<file path="src/rtl/calc_pkg.sv">
// Shared constants, scan-state type and helpers for the calculator keypad scanner.
package calc_pkg;

  localparam int ROW_N = 4;
  localparam int COL_N = 4;
  localparam int KEY_N = 16;

  typedef enum logic [1:0] {ROW0, ROW1, ROW2, ROW3} scan_state_t;

  localparam logic [ROW_N-1:0] ROW0_PAT = 4'b1110;
  localparam logic [ROW_N-1:0] ROW1_PAT = 4'b1101;
  localparam logic [ROW_N-1:0] ROW2_PAT = 4'b1011;
  localparam logic [ROW_N-1:0] ROW3_PAT = 4'b0111;

  function automatic logic [ROW_N-1:0] row_pat(input scan_state_t s);
    case (s)
      ROW0:    row_pat = ROW0_PAT;
      ROW1:    row_pat = ROW1_PAT;
      ROW2:    row_pat = ROW2_PAT;
      default: row_pat = ROW3_PAT;
    endcase
  endfunction

  // Index of the lowest set bit; 0 when the map is empty.
  function automatic logic [3:0] lowest_set(input logic [KEY_N-1:0] m);
    lowest_set = '0;
    for (int i = KEY_N - 1; i >= 0; i--)
      if (m[i]) lowest_set = 4'(i);
  endfunction

endpackage

</file>
<file path="src/rtl/scan_tick_gen.sv">
// Free-running divider: one-cycle tick every DIV clocks, used as a clock enable.
module scan_tick_gen #(
  parameter int DIV = 250000
) (
  input  logic clk,
  input  logic rst_n,
  output logic tick
);

  localparam int CW = (DIV > 2) ? $clog2(DIV) : 1;

  logic [CW-1:0] cnt;

  assign tick = (cnt == CW'(DIV - 1));

  always_ff @(posedge clk or negedge rst_n) begin
    if (!rst_n)    cnt <= '0;
    else if (tick) cnt <= '0;
    else           cnt <= cnt + 1'b1;
  end

endmodule

</file>
<file path="src/rtl/calc_key_sample.sv">
// 4x4 keypad scanner: one-cold row drive, per-row column capture, frame commit and new-press pulse.
// Optional KEY_DEBOUNCE_EN: commit a frame only when it matches the previous completed frame.
module calc_key_sample
  import calc_pkg::*;
#(
  parameter int NUM_FOR_200HZ = 250000
) (
  input  logic             clk,
  input  logic             rst_n,
  input  logic [COL_N-1:0] col,
  output logic [ROW_N-1:0] row,
  output logic [KEY_N-1:0] key_out,
  output logic             key_press,
  output logic [3:0]       key_code
);

  logic             tick;
  scan_state_t      state;
  scan_state_t      state_nxt;
  logic [KEY_N-1:0] shadow;
  logic             frame_vld;
  logic             commit;
  logic [KEY_N-1:0] new_bits;

  scan_tick_gen #(.DIV(NUM_FOR_200HZ)) u_tick (
    .clk   (clk),
    .rst_n (rst_n),
    .tick  (tick)
  );

  assign state_nxt = scan_state_t'(state + 2'd1);

  // Row has been stable for a whole tick period when col is captured, so no synchroniser.
  always_ff @(posedge clk or negedge rst_n) begin
    if (!rst_n) begin
      state     <= ROW0;
      row       <= ROW0_PAT;
      shadow    <= '0;
      frame_vld <= 1'b0;
    end else begin
      frame_vld <= tick && (state == ROW3);
      if (tick) begin
        shadow[{state, 2'b00} +: COL_N] <= ~col;
        state                           <= state_nxt;
        row                             <= row_pat(state_nxt);
      end
    end
  end

`ifdef KEY_DEBOUNCE_EN
  logic [KEY_N-1:0] prev_frame;

  always_ff @(posedge clk or negedge rst_n) begin
    if (!rst_n)         prev_frame <= '0;
    else if (frame_vld) prev_frame <= shadow;
  end

  assign commit = frame_vld && (shadow == prev_frame);
`else
  assign commit = frame_vld;
`endif

  assign new_bits = shadow & ~key_out;

  // Only 0->1 transitions pulse; key_code holds between presses.
  always_ff @(posedge clk or negedge rst_n) begin
    if (!rst_n) begin
      key_out   <= '0;
      key_press <= 1'b0;
      key_code  <= '0;
    end else begin
      key_press <= 1'b0;
      if (commit) begin
        key_out   <= shadow;
        key_press <= |new_bits;
        if (|new_bits) key_code <= lowest_set(new_bits);
      end
    end
  end

endmodule

</file>
<file path="config.mk">
export PLATFORM = sky130hd
export DESIGN_NAME = calc_key_sample
export DESIGN_NICKNAME = d
export VERILOG_FILES = /design/src/rtl/calc_pkg.sv /design/src/rtl/scan_tick_gen.sv /design/src/rtl/calc_key_sample.sv
export SDC_FILE = /design/constraint.sdc
export NUM_CORES = 1
export LEC_CHECK = 0
export ABC_CLOCK_PERIOD_IN_PS = 2700
export BUFFER_PORTS_ARGS = -buffer_cell sky130_fd_sc_hd__buf_2
export CAP_MARGIN = 20
export CORE_ASPECT_RATIO = 0.9
export CORE_UTILIZATION = 63
export DETAILED_ROUTE_END_ITERATION = 10
export GPL_TIMING_DRIVEN = 0
export PLACE_DENSITY = 0.84
export REMOVE_ABC_BUFFERS = 1
export SLEW_MARGIN = 10
export SYNTH_ARGS = -nofsm -noshare
export SYNTH_HDL_FRONTEND = slang
export SYNTH_SLANG_ARGS = --single-unit
</file>
<file path="constraint.sdc">
create_clock -name clk -period 2.7 [get_ports clk]
set_input_delay 0.405 -clock clk [delete_from_list [all_inputs] [get_ports clk]]
set_output_delay 0.405 -clock clk [all_outputs]
set_load 0.1 [all_outputs]
</file>
==> results of run 1 <==
## power by group through the flow
stage                     Sequential (W)  Combinational (W)  Clock [W]
final                           0.000954          0.0000731   0.000818
after global routing            0.000955          0.0000834   0.000867
after CTS                       0.000953          0.0000739   0.000828
after detailed placement        0.000971          0.0000732          0
after global placement          0.000970          0.0000709          0
after floorplan                 0.000966          0.0000411          0
## Yosys cell counts (4+ instances only)
cell type  number
dfrtp_1        59
nor2_1         28
nand2b_1       18
nand2_1        17
mux2_2         16
mux2_4         16
nand3_1        11
o21ai_0        10
xor2_1          9
nand4_1         8
ha_1            6
inv_1           6
nor2b_1         6
xnor2_1         6
and4_1          4
nand2_4         4
## cell families (layout without fill, tap and decap cells)
family | count (synthesis) | in the layout
compound gates | 23 | 23
xor+xnor | 15 | 15
buf+inv | 11 | 52
fa+ha+maj | 6 | 6
simple gates | 111 | 111
flops | 62 | 62
mux | 32 | 32
## layout make-up
class,instances,share of cell area (%)
Sequential cell,62,45.7
Multi-Input combinational cell,187,41.0
Timing Repair Buffer,30,4.48
Clock buffer,11,4.15
Tap cell,62,2.28
Clock inverter,5,1.73
Inverter,6,0.661
## final timing paths
| path | start | endpoint | slack (ns) | cells after the start |
|---|---|---|---|---|
| min reg2reg | key_code[3] | key_code[3] | 0.49 | 1 |
| max in group asynchronous | rst_n | u_tick.cnt[0] | 2.09 | 1 |
| min in group clk | col[3] | shadow[7] | 0.45 | 3 |
| min | rst_n | u_tick.cnt[8] | 0.13 | 1 |
| max | u_tick.cnt[0] | shadow[12] | 0.35 | 6 |
| max reg2reg | u_tick.cnt[0] | shadow[12] | 0.35 | 6 |
## critical path, cell delays in order (launching register included)
cell     delay [ns]
dfrtp_1        0.39
ha_1           0.19
nand3_1        0.19
nor2_1         0.19
and4_1         0.75
nand2_4        0.18
mux2_4         0.33
## placed cells by master (no fill, tap or decap), drive strengths merged, types with 3 or more instances in the layout
cell type and n:
nand4 8, xnor2 6, nand3 11, dfrtp 59, buf 30, dfstp 3
nand2 21, nor2b 6, mux2 32, nand3b 3, nand2b 18, nor2 28
and4 4, o21ai 10, a21oi 3, clkbuf 11, xor2 9, inv 6
ha 6, o21a 3
## metrics by stage
stage               std cells  power [W]  hold slack, ns
floorplan                 255    0.00101           0.109
global placement          347    0.00104           0.470
detailed placement        347    0.00104           0.474
CTS                       363    0.00185           0.151
global route              363    0.00191           0.195
finish                    363    0.00184           0.133
## metal layers
metal | vias up | global-route usage [%]
met3 | 7 | 9.85
met5 | - | 0
met2 | 55 | 39.4
li1 | 977 | -
met1 | 1038 | 37.6
met4 | 0 | 11.1
## state kept, by name (all words and copies together) (netlist names)
register / cells
key_code: 4
key_out: 16
shadow: 16
row: 4
u_tick.cnt: 18
key_press: 1
state: 2
commit: 1
==> metrics.yaml, run 1 <==
cts_tree: "yes"
fin_ws_ns: 0.355
synth-edff-count: 0
route.detailed.drc: 0
fin_crit_sh_pct: 86.9
io_pins: 31
dr_wl_met2_mm: 2.73
fmax_ghz: 0.426
synth_xor_area_share_pct: 4.37
top_layer: "met4"
met1_length_mm: 2.75
register_area_um2: 1560
synth_compound_area_share_pct: 4.95
max_slew_margin_pct: 45.7
place_ws_ns: 0.376
clock-root-buffer: "clkbuf_8"
post_cts_buffers: 0
ir_worst_vdd_v: 0.000789
nets: 308
hpwlAfterDp_mm: 3.98
cts_hold_repair.buffers: 0
totalWireLength_mm: 5.78
synth-adder-area-share_pct: 2.50
setup_viol: 0
antenna_found_initial: 0
outcome: "completed"
dr.pass1.iters: 4
path_clk_slew_ns: 0.07
routed-wl-met3_um: 220
drv_slew: 0
synth_top_family_by_area: "simple AND/OR/NAND/NOR gates"
area_growth_pct: 13.3
ys_types: 40
final_layout_size_suffix_gt1_share_pct: 29.2
netlist.top_cell.by_area: "dfrtp_1"
num_rows: 23
min_period_ns: 2.35
power.leakage_nw: 1.76
comb_power_share_pct: 4.0
grt_max_degree: 63
hold_viol: 0
synth_cells: 260
p_sw_share_pct: 22.9
fill_cells: 329
yosys-top-cells-area: "dfrtp_1 (49%), mux2_4 (8.0%), mux2_2 (6.0%), nand2b_1 (3.7%), nor2_1 (3.5%)"
cp.arrival_ns: 2.56
dieHeight_um: 67.5
htreeDepth: 3
fin_area_um2: 3410
numPortBuffers: 30
rsz0062_at_grt: "no"
finalSetupTns_ns: 0
clockBufferDepth: 2
drt-initial-drc-count: 111
die_x_um: 74.8
synth_ff_type: "dfrtp_1"
multiInputGateArea_um2: 1400
cts_made_buffers: 9
cap_viol_max_count: 0
required_ns: 2.92
grtUsageTotal_pct: 27.4
postPlaceCellArea_um2: 3210
netlist_area_um2: 3010
avgSynthCellArea_um2: 11.6
power.share.clock_pct: 44.3
seq_area_frac_synth_pct: 51.7
synthArstFlopShare_pct: 100
ant_nets: 0
fp.coreArea_um2: 4520
muxShareOfSynthArea_pct: 14.0
seq_power_share_pct: 51.7
post_drt_wl_per_cell_um: 15.9
cts.sinks: 62
grt_pass1_vias: 2025
critPathMaxFanout: 14
finClkSkew_ns: 0.0106
vias_per_cell: 5.72
cts_resized: 0
synth-seq-cells: 62
grt_first_pass_wirelength_mm: 9.86
hp-class: "in -> async"
synth_top_area_share_pct: 49.1
gp_congestion: 0.834
utilization_pct: 75.4
p_switching_w: 0.000422
worst_pin_slew_ns: 0.815
diodes: 0
powerDensity_nw_per_um2: 542
dieArea_um2: 5050
start_kind: "flop"
synth-simple-area-share_pct: 20.7
critical_path_class: "reg -> reg"
p_int_w: 0.00142
yosysWarnings: 0
initial_core_util_pct: 66.5
endpoint_kind: "flop"
gr-total-overflow: 0
clkLatencyLatePin_ns: 0.34
num_vias: 2077
Note: power is estimated with default switching activity, not from simulation.
==> run 2: changes to the inputs <==
--- a/config.mk
+++ b/config.mk
@@ -14,6 +14,7 @@
 export GPL_TIMING_DRIVEN = 0
 export PLACE_DENSITY = 0.84
 export REMOVE_ABC_BUFFERS = 1
+export SETUP_SLACK_MARGIN = 0.5
 export SLEW_MARGIN = 10
 export SYNTH_ARGS = -nofsm -noshare
 export SYNTH_HDL_FRONTEND = slang
==> run 2 against run 1 <==
  * Clock power hardly changed
  * Design area about the same
  * Wire length rose by 0.93%
  * Sequential share of layout area about the same
  * First-iteration DRC count shrank 15%
  * Critical path type unchanged
  * Combinational power about the same
  * Clock-buffer cell count is the same
  * Non-clock buffer count unchanged
  * Worst hold slack worse by 0.0090 ns
==> metrics.yaml, run 2 (synthesized netlist as in run 1, its figures left out) <==
crit_start: "u_tick.cnt[0]"  # unchanged
start_kind: "flop"  # unchanged
place_ws_ns: 0.376  # unchanged
dieHeight_um: 67.5  # unchanged
post_cts_buffers: 0  # unchanged
cp.arrival_ns: 2.20  # was 2.56 ns
cts_made_buffers: 9  # unchanged
setup_viol: 0  # unchanged
hp-class: "in -> async"  # unchanged
worst-path-buf-inv: 0  # unchanged
crit_path_top_delay_cell: "and4_4"  # was and4_1
rsz0062_at_grt: "no"  # unchanged
cp-endpoint: "shadow[14]"  # was shadow[12]
reg.largest.list: "u_tick.cnt: 18 flops, key_out: 16 flops, shadow: 16 flops"  # unchanged
totalWireLength_mm: 5.84  # was 5.78 mm
numPortBuffers: 30  # unchanged
cap_viol_max_count: 0  # unchanged
required_ns: 2.92  # about the same
dieArea_um2: 5050  # unchanged
post_drt_wl_per_cell_um: 16.1  # was 15.9 um
register_area_um2: 1560  # unchanged
largest_reg_flops: 18  # unchanged
outcome: "completed"  # unchanged
min_period_ns: 1.97  # was 2.35 ns
r2r_cells: 6  # unchanged
dr.pass1.iters: 4  # unchanged
final_cell_mix: "dfrtp_1 (59), buf_2 (29), nor2_1 (28)"  # unchanged
crit_family: "simple AND/OR/NAND/NOR gates"  # unchanged
endpoint_kind: "flop"  # unchanged
grt_first_pass_wirelength_mm: 9.86  # unchanged
grt_pass1_vias: 2026  # was 2,025
fill_cells: 328  # was 329
grtUsageTotal_pct: 27.4  # unchanged
route.detailed.drc: 0  # unchanged
num_vias: 2085  # was 2,077
layout_commonest_cell: "dfrtp_1"  # unchanged
htreeDepth: 3  # unchanged
drt-initial-drc-count: 94  # was 111
path_depth: 6  # unchanged
finalSetupTns_ns: 0  # unchanged
worst_pin_slew_ns: 0.856  # was 0.815 ns
vias_per_cell: 5.74  # was 5.72
gp_congestion: 0.834  # unchanged
io_pins: 31  # unchanged
postPlaceCellArea_um2: 3210  # unchanged
drv_slew: 0  # unchanged
finClkSkew_ns: 0.0103  # was 0.0106 ns
reg2reg_slack_ns: 0.73  # was 0.35 ns
antenna_found_initial: 0  # unchanged
num_rows: 23  # unchanged
hold_viol: 0  # unchanged
gr-total-overflow: 0  # unchanged
path_clk_slew_ns: 0.07  # about the same
ir_worst_vdd_v: 0.000791  # was 0.000789 V
max_slew_margin_pct: 43.0  # was 45.7%
nets: 308  # unchanged
cts_tree: "yes"  # unchanged
die_x_um: 74.8  # unchanged
diodes: 0  # unchanged
r2r-start: "u_tick.cnt[0]"  # unchanged
fin_ws_ns: 0.729  # was 0.355 ns
fin_area_um2: 3410  # about the same
initial_core_util_pct: 66.5  # unchanged
critPathMaxFanout: 14  # unchanged
clockBufferDepth: 2  # unchanged
cts.sinks: 62  # unchanged
fp.coreArea_um2: 4520  # unchanged
fin_crit_sh_pct: 73.0  # was 86.9%
area_growth_pct: 13.4  # was 13.3%
power.leakage_nw: 1.76  # about the same
hold_ws_ns: 0.124  # was 0.133 ns
hpwlAfterDp_mm: 3.98  # unchanged
fmax_ghz: 0.507  # was 0.426 GHz
clkLatencyLatePin_ns: 0.35  # was 0.34 ns
powerDensity_nw_per_um2: 542  # about the same
slowest_delay_ns: 0.42  # was 0.75 ns
regMostFlops: "u_tick.cnt"  # unchanged
ant_nets: 0  # unchanged
clock-root-buffer: "clkbuf_8"  # unchanged
r2r_end: "shadow[14]"  # was shadow[12]
multiInputGateArea_um2: 1400  # about the same
grt_max_degree: 63  # unchanged
worstPathCellList: "ha_1 -> nand3_1 -> nor2_1 -> and4_4 -> nand2_4 -> mux2_4"  # was ha_1 -> nand3_1 -> nor2_1 -> and4_1 -> nand2_4 -> mux2_4
final_layout_size_suffix_gt1_share_pct: 29.6  # was 29.2%
critical_path_class: "reg -> reg"  # unchanged
[run 2: how the worst min path moves through the flow]
stage | end | slack, ns | start
3_5_place_dp | key_code[3] | 0.47 | key_code[3]
6_report | u_tick.cnt[8] | 0.12 | rst_n
2_1_floorplan | commit | 0.11 | rst_n
5_1_grt | u_tick.cnt[9] | 0.20 | rst_n
3_3_place_gp | key_code[1] | 0.47 | key_code[1]
4_1_cts | u_tick.cnt[5] | 0.15 | rst_n
[run 2: cell type report]
cell class	count	area share (%)
Multi-Input combinational cell	187	41.1
Sequential cell	62	45.6
Tap cell	62	2.28
Clock inverter	5	1.73
Inverter	6	0.661
Timing Repair Buffer	30	4.48
Clock buffer	11	4.15
[run 2: through the flow]
step	total power [W]	std cells	utilization, %
2_1_floorplan	0.00101	255	-
3_3_place_gp	0.00104	347	70.9
3_5_place_dp	0.00104	347	70.9
4_1_cts	0.00185	363	75.4
5_1_grt	0.00191	363	75.4
6_report	0.00185	363	75.4
[run 2: what timing repair did]
| action | CTS | global route |
|---|---|---|
| resized for setup | 1 | 1 |
| setup endpoints to repair | 16 | 16 |
| endpoints found under the hold margin | 0 | 0 |
| hold buffers | 0 | 0 |
[run 2: where the power goes]
group | leakage, nW | internal, W | switching [W]
logic | 0.865 | 0.0000299 | 0.0000431
clock network | 0.0955 | 0.000451 | 0.000370
registers | 0.804 | 0.000941 | 0.0000126
[run 2: worst reg2reg max path, cell delays in order, from the launching register on]
cell and delay, ns:
dfrtp_1 0.39, ha_1 0.19, nand3_1 0.19, nor2_1 0.21
and4_4 0.42, nand2_4 0.14, mux2_4 0.31
[run 2: layer usage]
layer / up-vias / wire length (um) / global-route usage [%]
met5: - / 0 / 0
met4: 0 / 131 / 11.1
met3: 15 / 321 / 9.85
met2: 73 / 2680 / 39.4
met1: 1021 / 2700 / 37.6
li1: 976 / - / -
==> run 3: changes to the inputs <==
--- a/config.mk
+++ b/config.mk
@@ -5,14 +5,14 @@
 export SDC_FILE = /design/constraint.sdc
 export NUM_CORES = 1
 export LEC_CHECK = 0
-export ABC_CLOCK_PERIOD_IN_PS = 2700
+export ABC_CLOCK_PERIOD_IN_PS = 2070
 export BUFFER_PORTS_ARGS = -buffer_cell sky130_fd_sc_hd__buf_2
 export CAP_MARGIN = 20
 export CORE_ASPECT_RATIO = 0.9
-export CORE_UTILIZATION = 63
+export CORE_UTILIZATION = 58
 export DETAILED_ROUTE_END_ITERATION = 10
 export GPL_TIMING_DRIVEN = 0
-export PLACE_DENSITY = 0.84
+export PLACE_DENSITY = 0.79
 export REMOVE_ABC_BUFFERS = 1
 export SETUP_SLACK_MARGIN = 0.5
 export SLEW_MARGIN = 10
==> constraint.sdc (replaced) <==
create_clock -name clk -period 2.07 [get_ports clk]
set_input_delay 0.3105 -clock clk [delete_from_list [all_inputs] [get_ports clk]]
set_output_delay 0.3105 -clock clk [all_outputs]
set_load 0.1 [all_outputs]
==> run 3 against run 2 <==
  * Utilization shrank 1.0 points
  * First-iteration DRC count grew 9.6%
  * Maximum frequency grew 15%
  * Clock skew shrank 0.0027 ns
  * Design area grew 7.5%
  * Via count grew 1.9%
  * Largest cell class unchanged
  * Highest routed layer unchanged
  * Worst hold slack lost 0.080 ns
  * Sequential cell count is the same
  * Register-to-register slack lost 0.37 ns
  * Sequential power grew 31%
  * Clock-buffer cell count grew 1
==> metrics.yaml, run 3 (synthesized netlist as in run 1, its figures left out) <==
power.leakage_nw: 1.87  # was 1.76 nW
setup_viol: 0  # unchanged
reg2reg_slack_ns: 0.36  # was 0.73 ns
path_clk_slew_ns: 0.07  # about the same
worstPathCellList: "nor4b_4 -> and4_4 -> nand2_4 -> mux2_4"  # was ha_1 -> nand3_1 -> nor2_1 -> and4_4 -> nand2_4 -> mux2_4
cap_viol_max_count: 0  # unchanged
fin_ws_ns: 0.359  # was 0.729 ns
gp_congestion: 0.832  # was 0.834
die_x_um: 77.9  # was 74.8 um
regMostFlops: "u_tick.cnt"  # unchanged
seq_power_share_pct: 51.4  # was 51.6%
layout_commonest_cell: "dfrtp_1"  # unchanged
cts_made_buffers: 9  # unchanged
powerDensity_nw_per_um2: 662  # was 542 nW/um^2
dieHeight_um: 70.3  # was 67.5 um
route.detailed.drc: 0  # unchanged
diodes: 0  # unchanged
fin_area_um2: 3660  # was 3410 um^2
fp.coreArea_um2: 4920  # was 4520 um^2
htreeDepth: 3  # unchanged
cts.sinks: 62  # unchanged
multiInputGateArea_um2: 1500  # was 1400 um^2
worst-path-buf-inv: 0  # unchanged
grt_max_degree: 63  # unchanged
register_area_um2: 1560  # about the same
totalWireLength_mm: 6.17  # was 5.84 mm
worst_pin_slew_ns: 0.756  # was 0.856 ns
io_pins: 31  # unchanged
outcome: "completed"  # unchanged
finalSetupTns_ns: 0  # unchanged
required_ns: 2.30  # was 2.92 ns
max_slew_margin_pct: 49.6  # was 43.0%
fmax_ghz: 0.584  # was 0.507 GHz
power.share.clock_pct: 44.3  # was 44.4%
crit_path_top_delay_cell: "dfrtp_2"  # was and4_4
path_depth: 4  # was 6
ir_worst_vdd_v: 0.000447  # was 0.000791 V
clockBufferDepth: 2  # unchanged
cts_hold_repair.buffers: 0  # unchanged
critPathMaxFanout: 7  # was 14
p_int_w: 0.00189  # was 0.00142 W
endpoint_kind: "flop"  # unchanged
final_layout_size_suffix_gt1_share_pct: 38.4  # was 29.6%
postPlaceCellArea_um2: 3210  # about the same
hold_ws_ns: 0.0448  # was 0.124 ns
comb_power_share_pct: 4.4  # was 3.9%
ant_nets: 0  # unchanged
min_period_ns: 1.71  # was 1.97 ns
cp.arrival_ns: 1.94  # was 2.20 ns
hp-class: "in -> async"  # unchanged
grt_first_pass_wirelength_mm: 10.0  # was 9.86 mm
initial_core_util_pct: 61.0  # was 66.5%
start_kind: "flop"  # unchanged
slowest_delay_ns: 0.45  # was 0.42 ns
num_rows: 24  # was 23
gr-total-overflow: 0  # unchanged
dp_cells: 350  # was 347
hold_viol: 0  # unchanged
critical_path_class: "reg -> reg"  # unchanged
place_ws_ns: -0.270  # was 0.376 ns
dieArea_um2: 5470  # was 5050 um^2
cts_tree: "yes"  # unchanged
grt_pass1_vias: 2036  # was 2,026
final_cell_mix: "dfrtp_1 (57), nor2_1 (27), buf_2 (26)"  # was dfrtp_1 (59), buf_2 (29), nor2_1 (28)
fin_crit_sh_pct: 82.7  # was 73.0%
r2r_cells: 4  # was 6
drv_slew: 0  # unchanged
hpwlAfterDp_mm: 3.84  # was 3.98 mm
fill_cells: 338  # was 328
num_vias: 2125  # was 2,085
area_growth_pct: 21.9  # was 13.4%
fin_cells: 385  # was 363
vias_per_cell: 5.52  # was 5.74
p_switching_w: 0.000535  # was 0.000425 W
nets: 327  # was 308
post_drt_wl_per_cell_um: 16.0  # was 16.1 um
rsz0062_at_grt: "yes"  # was no
crit_family: "simple AND/OR/NAND/NOR gates"  # unchanged
p_sw_share_pct: 22.1  # was 23.0%
grtUsageTotal_pct: 24.5  # was 27.4%
largest_reg_flops: 18  # unchanged
clkLatencyLatePin_ns: 0.34  # was 0.35 ns
finClkSkew_ns: 0.00762  # was 0.0103 ns
antenna_found_initial: 0  # unchanged
numPortBuffers: 30  # unchanged
reg.largest.list: "u_tick.cnt: 18 flops, key_out: 16 flops, shadow: 16 flops"  # unchanged
dr.pass1.iters: 4  # unchanged
clock-root-buffer: "clkbuf_8"  # unchanged
drt-initial-drc-count: 103  # was 94
-- run 3: final timing paths --
kind                          startpoint          end
max                        u_tick.cnt[8]    shadow[5]
min                                rst_n  key_out[15]
max reg2reg                u_tick.cnt[8]    shadow[5]
min reg2reg                  key_code[3]  key_code[3]
max in group asynchronous          rst_n       commit
min in group clk                  col[2]    shadow[6]
-- run 3: per-layer routing --
metal  GRT usage (%)  wire [um]  up-vias
met5               0          0        -
met4            8.39         87        0
met3            8.10        282       12
met2            36.4       2880       63
met1            33.8       2920     1045
li1                -          -     1005
-- run 3: through the flow --
stage,total power (W),utilization [%]
2_1_floorplan,0.00131,-
3_3_place_gp,0.00136,65.1
3_5_place_dp,0.00136,65.2
4_1_cts,0.00244,72.1
5_1_grt,0.00250,74.4
6_report,0.00242,74.4
-- run 3: what timing repair did --
item / 4_1_cts / 5_1_grt
endpoints found under the setup margin: 38 / 27
setup buffers: 9 / 10
gates resized for setup: 19 / 8
pin swaps: 6 / 6
gates cloned: 0 / 0
-- run 3: final cells by class --
| cell class | count | area share (%) |
|---|---|---|
| clock buffers | 12 | 4.23 |
| multi-input cells | 187 | 40.9 |
| flip-flops and latches | 62 | 42.5 |
| well taps | 65 | 2.22 |
| inverters | 6 | 0.615 |
| clock inverters | 4 | 1.23 |
| repair buffers | 49 | 8.26 |
-- run 3: power by group through the flow --
stage	Combinational [W]	Clock, W	Sequential, W
5_1_grt	0.000117	0.00114	0.00125
2_1_floorplan	0.0000535	0	0.00126
6_report	0.000106	0.00107	0.00125
3_5_place_dp	0.0000967	0	0.00126
4_1_cts	0.0000987	0.00110	0.00124
3_3_place_gp	0.0000938	0	0.00126
